<file path="config.mk">
export PLATFORM = sky130hd
export DESIGN_NAME = alu_mc_g7
export DESIGN_NICKNAME = d
export VERILOG_FILES = /design/src/rtl/alu_mc_g7_pkg.sv /design/src/rtl/alu_md_iter_g7.sv /design/src/rtl/alu_mc_g7.sv
export SDC_FILE = /design/constraint.sdc
export NUM_CORES = 1
export LEC_CHECK = 0
export CAP_MARGIN = 40
export CORE_MARGIN = 8
export CORE_UTILIZATION = 40
export CTS_CLUSTER_DIAMETER = 200
export DETAILED_ROUTE_END_ITERATION = 12
export SYNTH_ARGS = -nofsm -noshare
export SYNTH_HDL_FRONTEND = slang
export SYNTH_SLANG_ARGS = --single-unit
export TNS_END_PERCENT = 5
</file>
<file path="constraint.sdc">
create_clock -name clk -period 10.32 [get_ports clk]
set_clock_uncertainty 0.2 [all_clocks]
set_input_delay 2.58 -clock clk [delete_from_list [all_inputs] [get_ports clk]]
set_output_delay 2.58 -clock clk [all_outputs]
set_load 0.1 [all_outputs]
</file>
<file path="src/rtl/alu_mc_g7_pkg.sv">
// Shared op codes, FSM state encodings and op classification for the multi-cycle ALU.
// Optional macro ALU_MC_SIGNED_MD_EN turns MULH, MULHSU, DIV and REM into iterative ops.
package alu_mc_g7_pkg;

    localparam logic [4:0] ALU_ADD    = 5'd0;
    localparam logic [4:0] ALU_SUB    = 5'd1;
    localparam logic [4:0] ALU_AND    = 5'd2;
    localparam logic [4:0] ALU_OR     = 5'd3;
    localparam logic [4:0] ALU_XOR    = 5'd4;
    localparam logic [4:0] ALU_SLL    = 5'd5;
    localparam logic [4:0] ALU_SRL    = 5'd6;
    localparam logic [4:0] ALU_SRA    = 5'd7;
    localparam logic [4:0] ALU_SLT    = 5'd8;
    localparam logic [4:0] ALU_SLTU   = 5'd9;
    localparam logic [4:0] ALU_MUL    = 5'd10;
    localparam logic [4:0] ALU_MULH   = 5'd11;
    localparam logic [4:0] ALU_MULHSU = 5'd12;
    localparam logic [4:0] ALU_MULHU  = 5'd13;
    localparam logic [4:0] ALU_DIV    = 5'd14;
    localparam logic [4:0] ALU_DIVU   = 5'd15;
    localparam logic [4:0] ALU_REM    = 5'd16;
    localparam logic [4:0] ALU_REMU   = 5'd17;

    typedef enum logic [1:0] {
        ST_IDLE = 2'd0,
        ST_ITER = 2'd1,
        ST_DONE = 2'd2
    } state_e;

    function automatic logic is_iter_op(input logic [4:0] op);
        logic r;
        case (op)
            ALU_MUL, ALU_MULHU, ALU_DIVU, ALU_REMU: r = 1'b1;
`ifdef ALU_MC_SIGNED_MD_EN
            ALU_MULH, ALU_MULHSU, ALU_DIV, ALU_REM: r = 1'b1;
`endif
            default: r = 1'b0;
        endcase
        return r;
    endfunction

    function automatic logic is_div_op(input logic [4:0] op);
        logic r;
        case (op)
            ALU_DIVU, ALU_REMU: r = 1'b1;
`ifdef ALU_MC_SIGNED_MD_EN
            ALU_DIV, ALU_REM: r = 1'b1;
`endif
            default: r = 1'b0;
        endcase
        return r;
    endfunction

endpackage

</file>
<file path="src/rtl/alu_md_iter_g7.sv">
// Unsigned iterative multiply (shift-add) / divide (restoring) datapath, one step per cycle.
// hi/lo hold the product halves while multiplying and remainder/quotient while dividing.
module alu_md_iter_g7 #(
    parameter int XLEN = 32,
    parameter int SHW  = $clog2(XLEN)
) (
    input  logic            clk,
    input  logic            reset,
    input  logic            start,
    input  logic            is_div,
    input  logic [XLEN-1:0] a_mag,
    input  logic [XLEN-1:0] b_mag,
    output logic            done,
    output logic [XLEN-1:0] res_lo,
    output logic [XLEN-1:0] res_hi
);
    import alu_mc_g7_pkg::*;

    logic [XLEN-1:0] hi_q, hi_d;
    logic [XLEN-1:0] lo_q, lo_d;
    logic [XLEN-1:0] opnd_q, opnd_d;
    logic [SHW-1:0]  cnt_q, cnt_d;
    logic            run_q, run_d;
    logic            div_q, div_d;
    logic [XLEN:0]   sum_s, shl_s, diff_s;

    // Next-state for one iteration step or operand load.
    always_comb begin
        hi_d   = hi_q;
        lo_d   = lo_q;
        opnd_d = opnd_q;
        cnt_d  = cnt_q;
        run_d  = run_q;
        div_d  = div_q;
        done   = 1'b0;
        sum_s  = {1'b0, hi_q} + (lo_q[0] ? {1'b0, opnd_q} : {(XLEN+1){1'b0}});
        shl_s  = {hi_q, lo_q[XLEN-1]};
        diff_s = shl_s - {1'b0, opnd_q};
        if (start) begin
            hi_d   = {XLEN{1'b0}};
            lo_d   = is_div ? a_mag : b_mag;
            opnd_d = is_div ? b_mag : a_mag;
            cnt_d  = {SHW{1'b0}};
            run_d  = 1'b1;
            div_d  = is_div;
        end else if (run_q) begin
            if (div_q) begin
                // Borrow out of the trial subtraction means restore
                if (diff_s[XLEN]) begin
                    hi_d = shl_s[XLEN-1:0];
                    lo_d = {lo_q[XLEN-2:0], 1'b0};
                end else begin
                    hi_d = diff_s[XLEN-1:0];
                    lo_d = {lo_q[XLEN-2:0], 1'b1};
                end
            end else begin
                hi_d = sum_s[XLEN:1];
                lo_d = {sum_s[0], lo_q[XLEN-1:1]};
            end
            cnt_d = cnt_q + SHW'(1);
            if (cnt_q == SHW'(XLEN - 1)) begin
                done  = 1'b1;
                run_d = 1'b0;
            end else begin
                done  = 1'b0;
            end
        end else begin
            run_d = 1'b0;
        end
    end

    // Iteration registers.
    always_ff @(posedge clk) begin
        if (reset) begin
            hi_q   <= {XLEN{1'b0}};
            lo_q   <= {XLEN{1'b0}};
            opnd_q <= {XLEN{1'b0}};
            cnt_q  <= {SHW{1'b0}};
            run_q  <= 1'b0;
            div_q  <= 1'b0;
        end else begin
            hi_q   <= hi_d;
            lo_q   <= lo_d;
            opnd_q <= opnd_d;
            cnt_q  <= cnt_d;
            run_q  <= run_d;
            div_q  <= div_d;
        end
    end

    assign res_lo = lo_d;
    assign res_hi = hi_d;

endmodule

</file>
<file path="src/rtl/alu_mc_g7.sv">
// Multi-cycle EX-stage ALU: single-cycle RV32I ops plus iterative MUL/MULHU/DIVU/REMU.
// Defining ALU_MC_SIGNED_MD_EN adds MULH, MULHSU, DIV and REM via sign-magnitude handling.
module alu_mc_g7 #(
    parameter int XLEN = 32,
    parameter int SHW  = $clog2(XLEN)
) (
    input  logic            clk,
    input  logic            reset,
    input  logic            in_valid,
    input  logic [4:0]      ALUControl,
    input  logic [XLEN-1:0] a,
    input  logic [XLEN-1:0] b,
    output logic            ready,
    output logic            busy,
    output logic            out_valid,
    output logic [XLEN-1:0] result,
    output logic            zero
);
    import alu_mc_g7_pkg::*;

    state_e          state_q, state_d;
    logic [4:0]      op_q, op_d;
    logic            ready_q, ready_d;
    logic            busy_q, busy_d;
    logic            out_valid_q, out_valid_d;
    logic [XLEN-1:0] result_q, result_d;
    logic            zero_q, zero_d;

    logic            md_start_s, md_is_div_s, md_done_s;
    logic [XLEN-1:0] md_a_s, md_b_s, md_lo_s, md_hi_s;
    logic [XLEN-1:0] alu_res_s, iter_res_s;
    logic            slt_s, sltu_s;

`ifdef ALU_MC_SIGNED_MD_EN
    logic            neg_q, neg_d;
    logic            sa_s, sb_s;
`endif

    // Single-cycle result from the live operands.
    always_comb begin
        slt_s  = $signed(a) < $signed(b);
        sltu_s = a < b;
        case (ALUControl)
            ALU_ADD:  alu_res_s = a + b;
            ALU_SUB:  alu_res_s = a - b;
            ALU_AND:  alu_res_s = a & b;
            ALU_OR:   alu_res_s = a | b;
            ALU_XOR:  alu_res_s = a ^ b;
            ALU_SLL:  alu_res_s = a << b[SHW-1:0];
            ALU_SRL:  alu_res_s = a >> b[SHW-1:0];
            ALU_SRA:  alu_res_s = $signed(a) >>> b[SHW-1:0];
            ALU_SLT:  alu_res_s = {{(XLEN-1){1'b0}}, slt_s};
            ALU_SLTU: alu_res_s = {{(XLEN-1){1'b0}}, sltu_s};
            default:  alu_res_s = {XLEN{1'b0}};
        endcase
    end

    // Operand magnitudes handed to the unsigned datapath.
    always_comb begin
`ifdef ALU_MC_SIGNED_MD_EN
        sa_s = a[XLEN-1] && ((ALUControl == ALU_MULH) || (ALUControl == ALU_MULHSU) ||
                             (ALUControl == ALU_DIV)  || (ALUControl == ALU_REM));
        sb_s = b[XLEN-1] && ((ALUControl == ALU_MULH) || (ALUControl == ALU_DIV) ||
                             (ALUControl == ALU_REM));
        md_a_s = sa_s ? ((~a) + {{(XLEN-1){1'b0}}, 1'b1}) : a;
        md_b_s = sb_s ? ((~b) + {{(XLEN-1){1'b0}}, 1'b1}) : b;
`else
        md_a_s = a;
        md_b_s = b;
`endif
        md_is_div_s = is_div_op(ALUControl);
    end

    // Final iterative result, with sign fix-up for the signed variants.
    always_comb begin
        case (op_q)
            ALU_MUL:   iter_res_s = md_lo_s;
            ALU_MULHU: iter_res_s = md_hi_s;
            ALU_DIVU:  iter_res_s = md_lo_s;
            ALU_REMU:  iter_res_s = md_hi_s;
`ifdef ALU_MC_SIGNED_MD_EN
            // High half of a negated product only takes the carry when the low half is zero
            ALU_MULH, ALU_MULHSU:
                iter_res_s = neg_q ? ((~md_hi_s) + {{(XLEN-1){1'b0}}, (md_lo_s == {XLEN{1'b0}})})
                                   : md_hi_s;
            ALU_DIV:
                iter_res_s = neg_q ? ((~md_lo_s) + {{(XLEN-1){1'b0}}, 1'b1}) : md_lo_s;
            ALU_REM:
                iter_res_s = neg_q ? ((~md_hi_s) + {{(XLEN-1){1'b0}}, 1'b1}) : md_hi_s;
`endif
            default:   iter_res_s = {XLEN{1'b0}};
        endcase
    end

    // Control FSM next state and output register inputs.
    always_comb begin
        state_d    = state_q;
        op_d       = op_q;
        result_d   = result_q;
        md_start_s = 1'b0;
`ifdef ALU_MC_SIGNED_MD_EN
        neg_d      = neg_q;
`endif
        case (state_q)
            ST_IDLE: begin
                if (in_valid) begin
                    op_d = ALUControl;
`ifdef ALU_MC_SIGNED_MD_EN
                    // Divide by zero keeps the raw all-ones quotient, i.e. -1
                    case (ALUControl)
                        ALU_MULH:   neg_d = sa_s ^ sb_s;
                        ALU_MULHSU: neg_d = sa_s;
                        ALU_DIV:    neg_d = (sa_s ^ sb_s) && (b != {XLEN{1'b0}});
                        ALU_REM:    neg_d = sa_s;
                        default:    neg_d = 1'b0;
                    endcase
`endif
                    if (is_iter_op(ALUControl)) begin
                        state_d    = ST_ITER;
                        md_start_s = 1'b1;
                    end else begin
                        state_d    = ST_DONE;
                        result_d   = alu_res_s;
                    end
                end else begin
                    state_d = ST_IDLE;
                end
            end
            ST_ITER: begin
                if (md_done_s) begin
                    state_d  = ST_DONE;
                    result_d = iter_res_s;
                end else begin
                    state_d  = ST_ITER;
                end
            end
            ST_DONE: state_d = ST_IDLE;
            default: state_d = ST_IDLE;
        endcase
        zero_d      = (result_d == {XLEN{1'b0}});
        ready_d     = (state_d == ST_IDLE);
        busy_d      = ~ready_d;
        out_valid_d = (state_d == ST_DONE);
    end

    // State and output registers.
    always_ff @(posedge clk) begin
        if (reset) begin
            state_q     <= ST_IDLE;
            op_q        <= ALU_ADD;
            ready_q     <= 1'b1;
            busy_q      <= 1'b0;
            out_valid_q <= 1'b0;
            result_q    <= {XLEN{1'b0}};
            zero_q      <= 1'b1;
`ifdef ALU_MC_SIGNED_MD_EN
            neg_q       <= 1'b0;
`endif
        end else begin
            state_q     <= state_d;
            op_q        <= op_d;
            ready_q     <= ready_d;
            busy_q      <= busy_d;
            out_valid_q <= out_valid_d;
            result_q    <= result_d;
            zero_q      <= zero_d;
`ifdef ALU_MC_SIGNED_MD_EN
            neg_q       <= neg_d;
`endif
        end
    end

    alu_md_iter_g7 #(
        .XLEN (XLEN),
        .SHW  (SHW)
    ) u_md (
        .clk    (clk),
        .reset  (reset),
        .start  (md_start_s),
        .is_div (md_is_div_s),
        .a_mag  (md_a_s),
        .b_mag  (md_b_s),
        .done   (md_done_s),
        .res_lo (md_lo_s),
        .res_hi (md_hi_s)
    );

    assign ready     = ready_q;
    assign busy      = busy_q;
    assign out_valid = out_valid_q;
    assign result    = result_q;
    assign zero      = zero_q;

endmodule

</file>
==> results.toml <==
[setup_path]
start_kind = "input pin"
crit_required_ns = 10.51
crit_buf_inv = 2
cpMaxStageDelayCell = "clkdlybuf4s50_1"
crit_cells = 14
worst_setup_path_end_kind = "register"
critPathMaxFanout = 17
critPathMaxStageDelay_ns = 0.93
path_delay_family = "simple AND/OR/NAND/NOR gates"
criticalPathCategory = "input pin to register"
worstPathArrival_ns = 7.92
crit_chain = "clkdlybuf4s50_1 > inv_1 > ha_1 > or4_4 > or3_1 > o21ai_0 > or3_1 > xnor2_1 > a221oi_1 > o221ai_1 > nor4_2 > nand4_1 > nor4b_1 > a41o_1"
crit_path_frequent_cell = "or3_1"
rr_worst_depth = 15

[timing]
finalMaxSlewViolations = 0
rsz0062_at_grt = "false"
hold_violations = 0
tns_ns = 0
layout_min_cycle_time_ns = 7.73
setup-violations-final = 0
clock.fmax_ghz = 0.129
finalCritPeriodShare = 0.749
worstMarginPinSlew_ns = 0.962
slew_headroom = 0.351

[logic_synthesis]
ys_seq_area_frac = 0.138
synth_edf_count = 0
ys_warn_count = 0
synth_area_per_cell_sq_um = 7.14
ys_top_cells_by_area = "dfxtp_1, ha_1, nor2_1"
ys_ff_latch = 146
async_flop_share = 0
yosysTopAreaCell = "dfxtp_1"
syn-num-nets = 3211
syn-cell-area_sq_um = 21200
ys_types = 103
netlist.area_leader.share = 0.138
synthCells = 2969
ys.flop_type = "dfxtp_1"

[clock_tree]
clock_sinks = 146
cts_resized = 0
ctsHoldBuffers = 0
clk_pin_slew_ns = 0.07
cts_buffers = 17
clock-root-buffer = "clkbuf_16"
htreeDepth = 4
cts_max_path_buffers = 2
post_cts_buffers = 0
cts_tree = "yes"
clk_latency_ns = 0.46

[outcome]
status = "finished, final reports clean"

[power]
power_density_nw_per_um2 = 102
pwr-share-clk = 0.264
total_power_mw = 2.45
ir_worst_vdd_mv = 0.124
switching_share = 0.453
p_comb_frac = 0.487
p_int_mw = 1.34
static-leakage-power_nw = 9.36
p_switching_mw = 1.11
power_frac_seq = 0.249

[drt]
via_per_inst = 6.65
wire_per_inst_um = 28.6
dr.pass1.iters = 6
vias = 24400
final_antenna_net_count = 0
wl_mm = 105
drtIter0Drc = 3427
remaining_drc_errors = 0

[grt]
grt_pass1_vias = 23000
antenna_found_initial = 2
gr-usage-all-layers = 0.332
grt_max_degree = 129
grt_pass1_wl_mm = 153
overflow = 0

[final_layout]
nets = 3214
fill_cells = 5374
postLayoutCoreUtil = 0.456
syn_to_final_growth_pct = 13.0
antenna_cells = 0
final_cell_mix = "nor2_1, a21oi_1, nand2_1"
drive_above_1_share = 0.0918
final_common_cell = "nor2_1"

[job]
drv_cap = 0

[die]
rows = 84
die_h_um = 246
start_util = 0.404
die_width_um = 246
ios = 108
coreArea_sq_um = 52400
dieArea_sq_um = 60600

[place]
portBuffers = 107
gp_congestion = 1.02
hpwl_mm = 82.5

[min_path]
hp-class = "register to register"
min_path_cells = 2
==> sequential cells by signal (all words and copies together) (netlist names) <==
register and flops:
u_md.run_q 1, u_md.opnd_q 32, u_md.lo_q 32, zero 1, state_q 2, result 32
out_valid 1, u_md.hi_q 32, op_q 5, ready 1, busy 1, u_md.cnt_q 5
u_md.div_q 1
==> per-layer routing <==
layer  up-vias  wire, um  track usage  part of all wire
li1      11000         -            -                 -
met1     11800     42300        0.424              0.40
met2      1345     48300        0.544              0.46
met3       233      8830       0.0483             0.084
met4         0      5590        0.164             0.053
met5         -         0            0                 0
==> power groups by stage <==
stage          Combinational [mW]  Sequential [mW]  Clock (mW)
2_1_floorplan               0.718            0.656           0
3_3_place_gp                 1.12            0.623           0
3_5_place_dp                 1.15            0.623           0
4_1_cts                      1.16            0.610       0.650
5_1_grt                      1.26            0.613       0.675
6_report                     1.19            0.611       0.647
==> cell usage after synthesis (8+ instances only) <==
cell type	count
nor2_1	398
a21oi_1	282
nand2_1	274
o21ai_0	169
ha_1	166
inv_1	152
dfxtp_1	146
clkbuf_1	145
mux2i_1	111
a211oi_1	96
nor3_1	58
nor2b_1	51
o211ai_1	51
mux4_2	45
a31oi_1	42
buf_2	42
nand3_1	42
xnor2_1	38
a21o_1	35
mux2_2	33
nand4_1	31
a221oi_1	30
or3_1	28
nand2b_1	25
o21a_1	23
o22ai_1	23
xor2_1	23
nor4_1	22
o221ai_1	22
buf_1	20
a22oi_1	19
o31ai_1	18
a221o_1	16
a211o_1	14
and2_1	14
o21bai_1	14
and3_1	11
o311ai_0	11
a311oi_1	10
or2_2	10
o2111ai_1	9
o32ai_1	9
a32oi_1	8
a41oi_1	8
o211a_1	8
==> area by class of cell <==
type                            instances  area (sq um)  area share
Multi-Input combinational cell       2448         16800       0.701
Clock inverter                         15           166     0.00695
Tap cell                              688           861      0.0360
Sequential cell                       146          2930       0.122
Timing Repair Buffer                  204          2200      0.0921
Inverter                              155           582      0.0243
Clock buffer                           17           425      0.0178
==> kinds of logic after synthesis <==
logic type,Yosys count,share of synthesized area
buffers and inverters,375,0.0732
AND/OR/NAND/NOR,1012,0.219
adder cells (fa/ha/maj),170,0.102
XOR/XNOR,61,0.0252
flip-flops,146,0.138
multiplexers,191,0.119
AO/OA/AOI/OAI,1014,0.324
==> worst paths after layout <==
check / from / endpoint / slack [ns]
hold / removal: u_md.opnd_q[28]$_SDFFE_PP0P_ / u_md.opnd_q[28]$_SDFFE_PP0P_ / 0.30
hold reg to reg: u_md.opnd_q[28]$_SDFFE_PP0P_ / u_md.opnd_q[28]$_SDFFE_PP0P_ / 0.30
setup / recovery: a[10] / zero$_SDFF_PP1_ / 2.59
setup reg to reg: u_md.lo_q[31]$_SDFF_PP0_ / zero$_SDFF_PP1_ / 4.69
==> through the flow <==
stage | area [sq um] | std cells | worst slack, ns | hold WS [ns]
floorplan | 21200 | 2969 | 3.52 | 0.267
global placement | 22600 | 3595 | 2.41 | 0.283
finish | 23900 | 3673 | 2.59 | 0.300
global route | 23900 | 3673 | 2.46 | 0.320
CTS | 23900 | 3673 | 2.73 | 0.303
detailed placement | 23300 | 3641 | 2.28 | 0.293
==> worst min-delay path, delay by kind of cell, from the launching register on <==
family             cells  cell delay [ns]
DFF                    1             0.31
AOI/OAI and AO/OA      1             0.05
and+or+nand+nor        1             0.09
(Power assumes the default switching activity.)
